===== src/rtl/rx_serial_fifo_if.sv =====
// Bus between the oversampling serial receiver and the word consumer.
// The master modport is the receiver side, the slave modport is the consumer side.
interface rx_serial_fifo_if #(
    parameter int N_BITS     = 8,
    parameter int FIFO_DEPTH = 4
);
    logic                        rxd;
    logic                        pop;
    logic                        clear_errors;
    logic                        valid;
    logic [N_BITS-1:0]           data;
    logic                        parity_error;
    logic                        framing_error;
    logic                        overrun;
    logic [$clog2(FIFO_DEPTH):0] fifo_count;
    logic [2:0]                  db_estado;

    modport master (
        input  rxd,
        input  pop,
        input  clear_errors,
        output valid,
        output data,
        output parity_error,
        output framing_error,
        output overrun,
        output fifo_count,
        output db_estado
    );

    modport slave (
        output rxd,
        output pop,
        output clear_errors,
        input  valid,
        input  data,
        input  parity_error,
        input  framing_error,
        input  overrun,
        input  fifo_count,
        input  db_estado
    );
endinterface


===== src/rtl/rx_serial_fifo.sv =====
// Oversampling UART receiver with majority vote, parity/framing checks and a first-word-fall-through FIFO.
// Optional macro RX_SERIAL_BREAK_DETECT_EN adds a break_detect pulse and drops all-zero break frames.
module rx_serial_fifo #(
    parameter int BAUD_RATE   = 9600,
    parameter int CLOCK_HZ    = 50_000_000,
    parameter int N_BITS      = 8,
    parameter int PARITY_MODE = 1,
    parameter int STOP_BITS   = 1,
    parameter int OVERSAMPLE  = 16,
    parameter int FIFO_DEPTH  = 4
) (
    input  logic clock,
    input  logic reset,
`ifdef RX_SERIAL_BREAK_DETECT_EN
    output logic break_detect,
`endif
    rx_serial_fifo_if.master bus
);

    localparam int DIV_RAW = CLOCK_HZ / (BAUD_RATE * OVERSAMPLE);
    localparam int DIV     = (DIV_RAW < 1) ? 1 : DIV_RAW;
    localparam int DW      = $clog2(DIV + 1);
    localparam int SW      = $clog2(OVERSAMPLE);
    localparam int BW      = $clog2(N_BITS);
    localparam int AW      = $clog2(FIFO_DEPTH);
    localparam int CW      = AW + 1;
    localparam int EW      = N_BITS + 2;

    localparam logic [DW-1:0] DIV_LAST   = DW'(DIV - 1);
    localparam logic [SW-1:0] SAMP_A     = SW'(OVERSAMPLE / 2 - 1);
    localparam logic [SW-1:0] SAMP_B     = SW'(OVERSAMPLE / 2);
    localparam logic [SW-1:0] SAMP_C     = SW'(OVERSAMPLE / 2 + 1);
    localparam logic [SW-1:0] SAMP_LAST  = SW'(OVERSAMPLE - 1);
    localparam logic [BW-1:0] BIT_LAST   = BW'(N_BITS - 1);
    localparam logic          STOP_LAST  = 1'(STOP_BITS - 1);
    localparam logic [CW-1:0] FULL_COUNT = CW'(FIFO_DEPTH);

    typedef enum logic [2:0] {
        IDLE   = 3'b000,
        START  = 3'b001,
        DATA   = 3'b010,
        PARITY = 3'b011,
        STOP   = 3'b100,
        PUSH   = 3'b101
    } state_t;

    state_t            state;
    logic              rx_meta;
    logic              rx_sync;
    logic              rx_prev;
    logic [DW-1:0]     div_cnt;
    logic [SW-1:0]     sample_cnt;
    logic [BW-1:0]     bit_cnt;
    logic              stop_cnt;
    logic              samp_a;
    logic              samp_b;
    logic [N_BITS-1:0] shift_reg;
    logic              frame_pe;
    logic              frame_fe;
    logic              wait_high;
`ifdef RX_SERIAL_BREAK_DETECT_EN
    logic              par_bit;
`endif

    logic              tick;
    logic              at_maj;
    logic              at_end;
    logic              maj;
    logic              fe_next;

    logic [EW-1:0]     mem [FIFO_DEPTH];
    logic [AW-1:0]     wr_ptr;
    logic [AW-1:0]     rd_ptr;
    logic [CW-1:0]     count;
    logic              overrun_r;
    logic              push;
    logic              do_pop;
    logic              full;
    logic              do_write;
    logic [EW-1:0]     head;

    assign tick    = (state != IDLE) && (div_cnt == DIV_LAST);
    assign at_maj  = tick && (sample_cnt == SAMP_C);
    assign at_end  = tick && (sample_cnt == SAMP_LAST);
    assign maj     = (samp_a & samp_b) | (samp_a & rx_sync) | (samp_b & rx_sync);
    assign fe_next = frame_fe | ~maj;

    always_ff @(posedge clock) begin
        if (reset) begin
            rx_meta <= 1'b1;
            rx_sync <= 1'b1;
            rx_prev <= 1'b1;
        end else begin
            rx_meta <= bus.rxd;
            rx_sync <= rx_meta;
            rx_prev <= rx_sync;
        end
    end

    // Held at zero in IDLE so every frame starts counting from the START entry.
    always_ff @(posedge clock) begin
        if (reset || state == IDLE) begin
            div_cnt    <= '0;
            sample_cnt <= '0;
        end else if (tick) begin
            div_cnt    <= '0;
            sample_cnt <= at_end ? '0 : sample_cnt + 1'b1;
        end else begin
            div_cnt <= div_cnt + 1'b1;
        end
    end

    always_ff @(posedge clock) begin
        if (reset) begin
            state     <= IDLE;
            bit_cnt   <= '0;
            stop_cnt  <= 1'b0;
            samp_a    <= 1'b1;
            samp_b    <= 1'b1;
            shift_reg <= '0;
            frame_pe  <= 1'b0;
            frame_fe  <= 1'b0;
            wait_high <= 1'b0;
`ifdef RX_SERIAL_BREAK_DETECT_EN
            par_bit      <= 1'b0;
            break_detect <= 1'b0;
`endif
        end else begin
`ifdef RX_SERIAL_BREAK_DETECT_EN
            break_detect <= 1'b0;
`endif
            if (tick && sample_cnt == SAMP_A) samp_a <= rx_sync;
            if (tick && sample_cnt == SAMP_B) samp_b <= rx_sync;

            unique case (state)
                IDLE: begin
                    // After a low stop bit the line must return high before a new start is armed.
                    if (wait_high) begin
                        if (rx_sync) wait_high <= 1'b0;
                    end else if (rx_prev && !rx_sync) begin
                        state    <= START;
                        bit_cnt  <= '0;
                        stop_cnt <= 1'b0;
                        frame_pe <= 1'b0;
                        frame_fe <= 1'b0;
`ifdef RX_SERIAL_BREAK_DETECT_EN
                        par_bit  <= 1'b0;
`endif
                    end
                end

                START: begin
                    if (at_maj && maj) begin
                        state <= IDLE;
                    end else if (at_end) begin
                        state <= DATA;
                    end
                end

                DATA: begin
                    if (at_maj) shift_reg <= {maj, shift_reg[N_BITS-1:1]};
                    if (at_end) begin
                        if (bit_cnt == BIT_LAST) begin
                            bit_cnt <= '0;
                            state   <= (PARITY_MODE != 0) ? PARITY : STOP;
                        end else begin
                            bit_cnt <= bit_cnt + 1'b1;
                        end
                    end
                end

                PARITY: begin
                    if (at_maj) begin
                        frame_pe <= (PARITY_MODE == 1) ? ~(^shift_reg ^ maj) : (^shift_reg ^ maj);
`ifdef RX_SERIAL_BREAK_DETECT_EN
                        par_bit  <= maj;
`endif
                    end
                    if (at_end) state <= STOP;
                end

                // The last stop bit is left at its vote point so a back-to-back start edge is not missed.
                STOP: begin
                    if (at_maj) begin
                        frame_fe <= fe_next;
                        if (stop_cnt == STOP_LAST) begin
`ifdef RX_SERIAL_BREAK_DETECT_EN
                            if (shift_reg == '0 && !par_bit && fe_next) begin
                                break_detect <= 1'b1;
                                wait_high    <= 1'b1;
                                state        <= IDLE;
                            end else begin
                                state <= PUSH;
                            end
`else
                            state <= PUSH;
`endif
                        end
                    end else if (at_end) begin
                        stop_cnt <= 1'b1;
                    end
                end

                PUSH: begin
                    state     <= IDLE;
                    wait_high <= frame_fe;
                end

                default: state <= IDLE;
            endcase
        end
    end

    assign push     = (state == PUSH);
    assign do_pop   = bus.pop && (count != '0);
    assign full     = (count == FULL_COUNT);
    assign do_write = push && (!full || do_pop);

    // When full, a simultaneous pop frees the head slot, which is exactly where wr_ptr points.
    always_ff @(posedge clock) begin
        if (reset) begin
            wr_ptr    <= '0;
            rd_ptr    <= '0;
            count     <= '0;
            overrun_r <= 1'b0;
        end else begin
            if (do_write) begin
                mem[wr_ptr] <= {frame_fe, frame_pe, shift_reg};
                wr_ptr      <= wr_ptr + 1'b1;
            end
            if (do_pop) rd_ptr <= rd_ptr + 1'b1;

            if (do_write && !do_pop) begin
                count <= count + 1'b1;
            end else if (!do_write && do_pop) begin
                count <= count - 1'b1;
            end

            if (push && full && !do_pop) begin
                overrun_r <= 1'b1;
            end else if (bus.clear_errors) begin
                overrun_r <= 1'b0;
            end
        end
    end

    assign head              = mem[rd_ptr];
    assign bus.valid         = (count != '0);
    assign bus.data          = bus.valid ? head[N_BITS-1:0] : '0;
    assign bus.parity_error  = bus.valid & head[N_BITS];
    assign bus.framing_error = bus.valid & head[N_BITS+1];
    assign bus.overrun       = overrun_r;
    assign bus.fifo_count    = count;
    assign bus.db_estado     = state;

endmodule

===== src/flat_wrapper.sv =====
// flat-port wrapper written by rule: the top's interface ports become plain ports
module rx_serial_fifo_flat 
#(
    parameter int BAUD_RATE   = 9600,
    parameter int CLOCK_HZ    = 50_000_000,
    parameter int N_BITS      = 8,
    parameter int PARITY_MODE = 1,
    parameter int STOP_BITS   = 1,
    parameter int OVERSAMPLE  = 16,
    parameter int FIFO_DEPTH  = 4
)
  (clock, reset, bus_rxd, bus_pop, bus_clear_errors, bus_valid, bus_data, bus_parity_error, bus_framing_error, bus_overrun, bus_fifo_count, bus_db_estado);
  rx_serial_fifo_if #(.N_BITS(N_BITS), .FIFO_DEPTH(FIFO_DEPTH)) bus_i ();
  input  logic clock;
  input  logic reset;
  input wire logic [$bits(bus_i.rxd)-1:0] bus_rxd;
  input wire logic [$bits(bus_i.pop)-1:0] bus_pop;
  input wire logic [$bits(bus_i.clear_errors)-1:0] bus_clear_errors;
  output wire logic [$bits(bus_i.valid)-1:0] bus_valid;
  output wire logic [$bits(bus_i.data)-1:0] bus_data;
  output wire logic [$bits(bus_i.parity_error)-1:0] bus_parity_error;
  output wire logic [$bits(bus_i.framing_error)-1:0] bus_framing_error;
  output wire logic [$bits(bus_i.overrun)-1:0] bus_overrun;
  output wire logic [$bits(bus_i.fifo_count)-1:0] bus_fifo_count;
  output wire logic [$bits(bus_i.db_estado)-1:0] bus_db_estado;
  assign bus_i.rxd = bus_rxd;
  assign bus_i.pop = bus_pop;
  assign bus_i.clear_errors = bus_clear_errors;
  assign bus_valid = bus_i.valid;
  assign bus_data = bus_i.data;
  assign bus_parity_error = bus_i.parity_error;
  assign bus_framing_error = bus_i.framing_error;
  assign bus_overrun = bus_i.overrun;
  assign bus_fifo_count = bus_i.fifo_count;
  assign bus_db_estado = bus_i.db_estado;
  rx_serial_fifo #(.BAUD_RATE(BAUD_RATE), .CLOCK_HZ(CLOCK_HZ), .N_BITS(N_BITS), .PARITY_MODE(PARITY_MODE), .STOP_BITS(STOP_BITS), .OVERSAMPLE(OVERSAMPLE), .FIFO_DEPTH(FIFO_DEPTH)) u_core (.clock(clock), .reset(reset), .bus(bus_i));
endmodule

===== config.mk =====
export PLATFORM = sky130hd
export DESIGN_NAME = rx_serial_fifo_flat
export DESIGN_NICKNAME = d
export VERILOG_FILES = /design/src/rtl/rx_serial_fifo_if.sv /design/src/rtl/rx_serial_fifo.sv /design/src/flat_wrapper.sv
export SDC_FILE = /design/constraint.sdc
export NUM_CORES = 1
export LEC_CHECK = 0
export ABC_CLOCK_PERIOD_IN_PS = 5850
export BUFFER_PORTS_ARGS = -buffer_cell sky130_fd_sc_hd__buf_2
export CORE_MARGIN = 3
export CORE_UTILIZATION = 45
export DETAILED_ROUTE_END_ITERATION = 16
export GPL_TIMING_DRIVEN = 0
export PLACE_DENSITY_LB_ADDON = 0.1
export SLEW_MARGIN = 15
export SYNTH_ARGS = -nofsm -noshare
export SYNTH_HDL_FRONTEND = slang
export SYNTH_SLANG_ARGS = --single-unit
export TNS_END_PERCENT = 100

===== constraint.sdc =====
create_clock -name clock -period 5.85 [get_ports clock]
set_clock_uncertainty 0.2 [all_clocks]
set_input_delay 0.8775 -clock clock [delete_from_list [all_inputs] [get_ports clock]]
set_output_delay 0.8775 -clock clock [all_outputs]
set_load 0.03 [all_outputs]

==> run_results.csv <==
group,metric,value,unit
place,numPortBuffers,21,
route,drc_errors,0,
cts,cts-root-buf,"clkbuf_8",
cts,hold_buffers,0,
grt,grt_max_degree,16,
finish,antennaDiodeCount,0,
sta,fin_tns_setup,0,ns
route,drt-total-wl,6800,um
logic_synthesis,yosys.area_share.simple,18.8,%
place,dp_hpwl,4750,um
finish,layout_common_cells,"46 x dfxtp_1, 40 x edfxtp_1, 23 x nand2_1, 23 x nor2_1",
critical_path,cp.arrival,2.26,ns
grt,grt_pass1_wl,11400,um
finish,n_fill_cell,757,
critical_path,crit_end,"bus_data[2]",
floorplan,initial_core_util,46.7,%
critical_path,worstPathRequired,4.77,ns
finish,fin_nets,373,
grt,grt_use_total,15.0,%
sta,setup_viol,0,
sta,hold_violations,0,
cts,path_clk_slew,0.09,ns
finish,fin_util,51.7,%
critical_path,r2r_cells,9,
logic_synthesis,synthXorXnorAreaFrac,4.54,%
finish,synthToLayoutAreaGrowth,10.6,%
grt,grt.overflow.total,0,
grt,grt_pass1_vias,2321,
logic_synthesis,avgSynthCellArea,11.9,um2
status,status,"finished, final reports clean",
logic_synthesis,yosys_warnings,0,
route,wire_per_inst,14.6,um
logic_synthesis,ys_seq_elements,86,
sta,maxSlewViolCount,0,
hold_path,hold_path_class,"register to register",
logic_synthesis,synth_edf_count,40,
critical_path,crit_type,"register to output port",
logic_synthesis,muxShareOfSynthArea,7.14,%
place,dp.cells,449,
logic_synthesis,synth_top_family_by_area,"simple AND/OR/NAND/NOR gates",
cts,cts_htree_levels,3,
power,leakagePower,1.50,nW
floorplan,die-height,98.6,um
power,irDropWorstVdd,0.121,mV
sta,tightest_slew,0.855,ns
floorplan,die_area,9720,um2
floorplan,ioPinCount,23,
place,gp_congestion,0.791,
sta,fmax,0.299,GHz
sta,period_share,57.1,%
cts,cts.repair.resized,0,
critical_path,regToRegSetupSlack,3.17,ns
critical_path,cpPeakStageDelay,0.64,ns
route,final_antenna_net_count,0,
cts,clock_latency,0.36,ns
cts,numCtsBuffers,9,
route,dr.pass1.iters,4,
logic_synthesis,async_flop_share,0,%
finish,multi_input_area,1600,um2
finish,final-seq-area,2120,um2
sta,rsz0062_at_grt,"false",
sta,fin_hold_ws,0.216,ns
logic_synthesis,syn-num-nets,341,
finish,drive_gt1_share,19.4,%
sta,layout_min_cycle_time,3.34,ns
flow_run,drv_cap,0,
critical_path,reg2reg_from,"u_core.bus.db_estado[1]$_SDFFE_PP0P_",
power,p_per_area,334,nW/um2
logic_synthesis,synth_cell_types,54,
finish,final_common_cell,"dfxtp_1",
cts,cts_tree,"done",
logic_synthesis,synth_seq_area_share,55.0,%
critical_path,r2r_end,"u_core.bus.fifo_count[2]$_SDFFE_PP0P_",
route,drtIter0Drc,84,
floorplan,die_x,98.6,um
floorplan,core_area,8260,um2
critical_path,worst_setup_path_end_kind,"output port",
critical_path,startpoint_type,"register",
critical_path,slowest_stage,"clkbuf_1",
sta,slew_headroom,43.0,%
cts,clock-sinks,86,
logic_synthesis,synthAdderAreaFrac,4.67,%
power,p_total,1.42,mW
route,num_vias,2431,
logic_synthesis,synth_area,3860,um2
critical_path,worstPathCellList,"clkbuf_1, mux4_2, and2_1, buf_2",
logic_synthesis,ys.flop_type,"dfxtp_1",
cts,post-cts-setup-buffers,0,
cts,cts_buffer_depth,2,
finish,fin_cells,465,
logic_synthesis,synth_cells,323,
floorplan,fp-row-count,33,
finish,largest_reg_flops,40,
grt,grt_antenna_before_repair,0,
logic_synthesis,synth_compound_area_share,6.36,%
route,viasPerCell,5.23,
critical_path,crit_path_max_fanout,10,
-- critical path: cells and delay by family, from the launching register on --
kind,cells,cell delay (ns)
buffers and inverters,2,0.81
and+or+nand+nor,1,0.17
DFF,1,0.32
muxes,1,0.60
-- synth_stat cells, types with 2 or more instances --
| library cell | number | area share, % |
|---|---|---|
| mux2i_1 | 5 | 1.3 |
| nand2_1 | 23 | 2.2 |
| xnor2_1 | 9 | 2.0 |
| buf_6 | 3 | 0.88 |
| o21ai_0 | 4 | 0.52 |
| and3_1 | 3 | 0.49 |
| nand4_1 | 2 | 0.32 |
| nor3_4 | 2 | 0.84 |
| mux4_2 | 10 | 5.8 |
| xor2_1 | 11 | 2.5 |
| nor3_1 | 3 | 0.39 |
| and2_1 | 16 | 2.6 |
| or2_2 | 4 | 0.65 |
| edfxtp_1 | 40 | 31 |
| buf_4 | 3 | 0.58 |
| a211oi_1 | 2 | 0.39 |
| nand3b_1 | 2 | 0.39 |
| or3_1 | 4 | 0.65 |
| ha_1 | 12 | 3.9 |
| inv_1 | 10 | 0.97 |
| nor2_1 | 23 | 2.2 |
| o21bai_1 | 2 | 0.39 |
| a21oi_1 | 20 | 2.6 |
| clkbuf_1 | 6 | 0.58 |
| nand3_1 | 21 | 2.7 |
| dfxtp_1 | 46 | 24 |
| nand4b_1 | 4 | 0.91 |
| nand2b_1 | 4 | 0.65 |
| nor4b_1 | 4 | 0.91 |
-- metal layers --
| layer | vias up | wire [um] | GRT usage (%) |
|---|---|---|---|
| met5 | - | 0 | 0 |
| met4 | 0 | 93 | 7.25 |
| met3 | 8 | 231 | 2.90 |
| met2 | 34 | 3300 | 24.4 |
| met1 | 1158 | 3170 | 19.3 |
| li1 | 1231 | - | - |
-- worst min-delay path by stage --
stage	startpoint	endpoint	slack (ns)	depth (start not counted)
5_1_grt	u_core.rx_meta$_SDFF_PP1_	u_core.rx_sync$_SDFF_PP1_	0.24	1
3_3_place_gp	u_core.rx_meta$_SDFF_PP1_	u_core.rx_sync$_SDFF_PP1_	0.19	1
2_1_floorplan	u_core.rx_meta$_SDFF_PP1_	u_core.rx_sync$_SDFF_PP1_	0.19	1
4_1_cts	u_core.rx_meta$_SDFF_PP1_	u_core.rx_sync$_SDFF_PP1_	0.22	1
6_report	u_core.rx_meta$_SDFF_PP1_	u_core.rx_sync$_SDFF_PP1_	0.22	1
3_5_place_dp	u_core.rx_meta$_SDFF_PP1_	u_core.rx_sync$_SDFF_PP1_	0.20	1
-- power by group --
part | internal [mW] | switching, mW | total (mW)
clock | 0.157 | 0.219 | 0.376
combinational | 0.135 | 0.249 | 0.385
sequential | 0.642 | 0.0206 | 0.663
-- cells by family (layout without fill, tap and decap cells) --
group / Yosys count / after routing
fa+ha+maj: 14 / 14
compound gates: 38 / 38
flops: 86 / 86
xor+xnor: 20 / 20
simple gates: 126 / 126
buf+inv: 24 / 61
mux: 15 / 15
-- cell type report --
type | instances | area share [%]
multi-input combinational | 213 | 37.5
buffer | 14 | 2.26
clock inverter | 6 | 1.03
sequential | 86 | 49.8
clock buffer | 10 | 2.99
timing repair buffer | 21 | 2.46
inverter | 10 | 0.880
tap | 105 | 3.08
-- per-stage QoR --
step                      setup WS, ns  area [um2]
after floorplan                   3.15        3860
after global placement            2.79        4090
after detailed placement          2.80        4090
after CTS                         2.42        4270
after global routing              2.28        4270
final                             2.51        4270
Power figures use the tool's default switching activity.
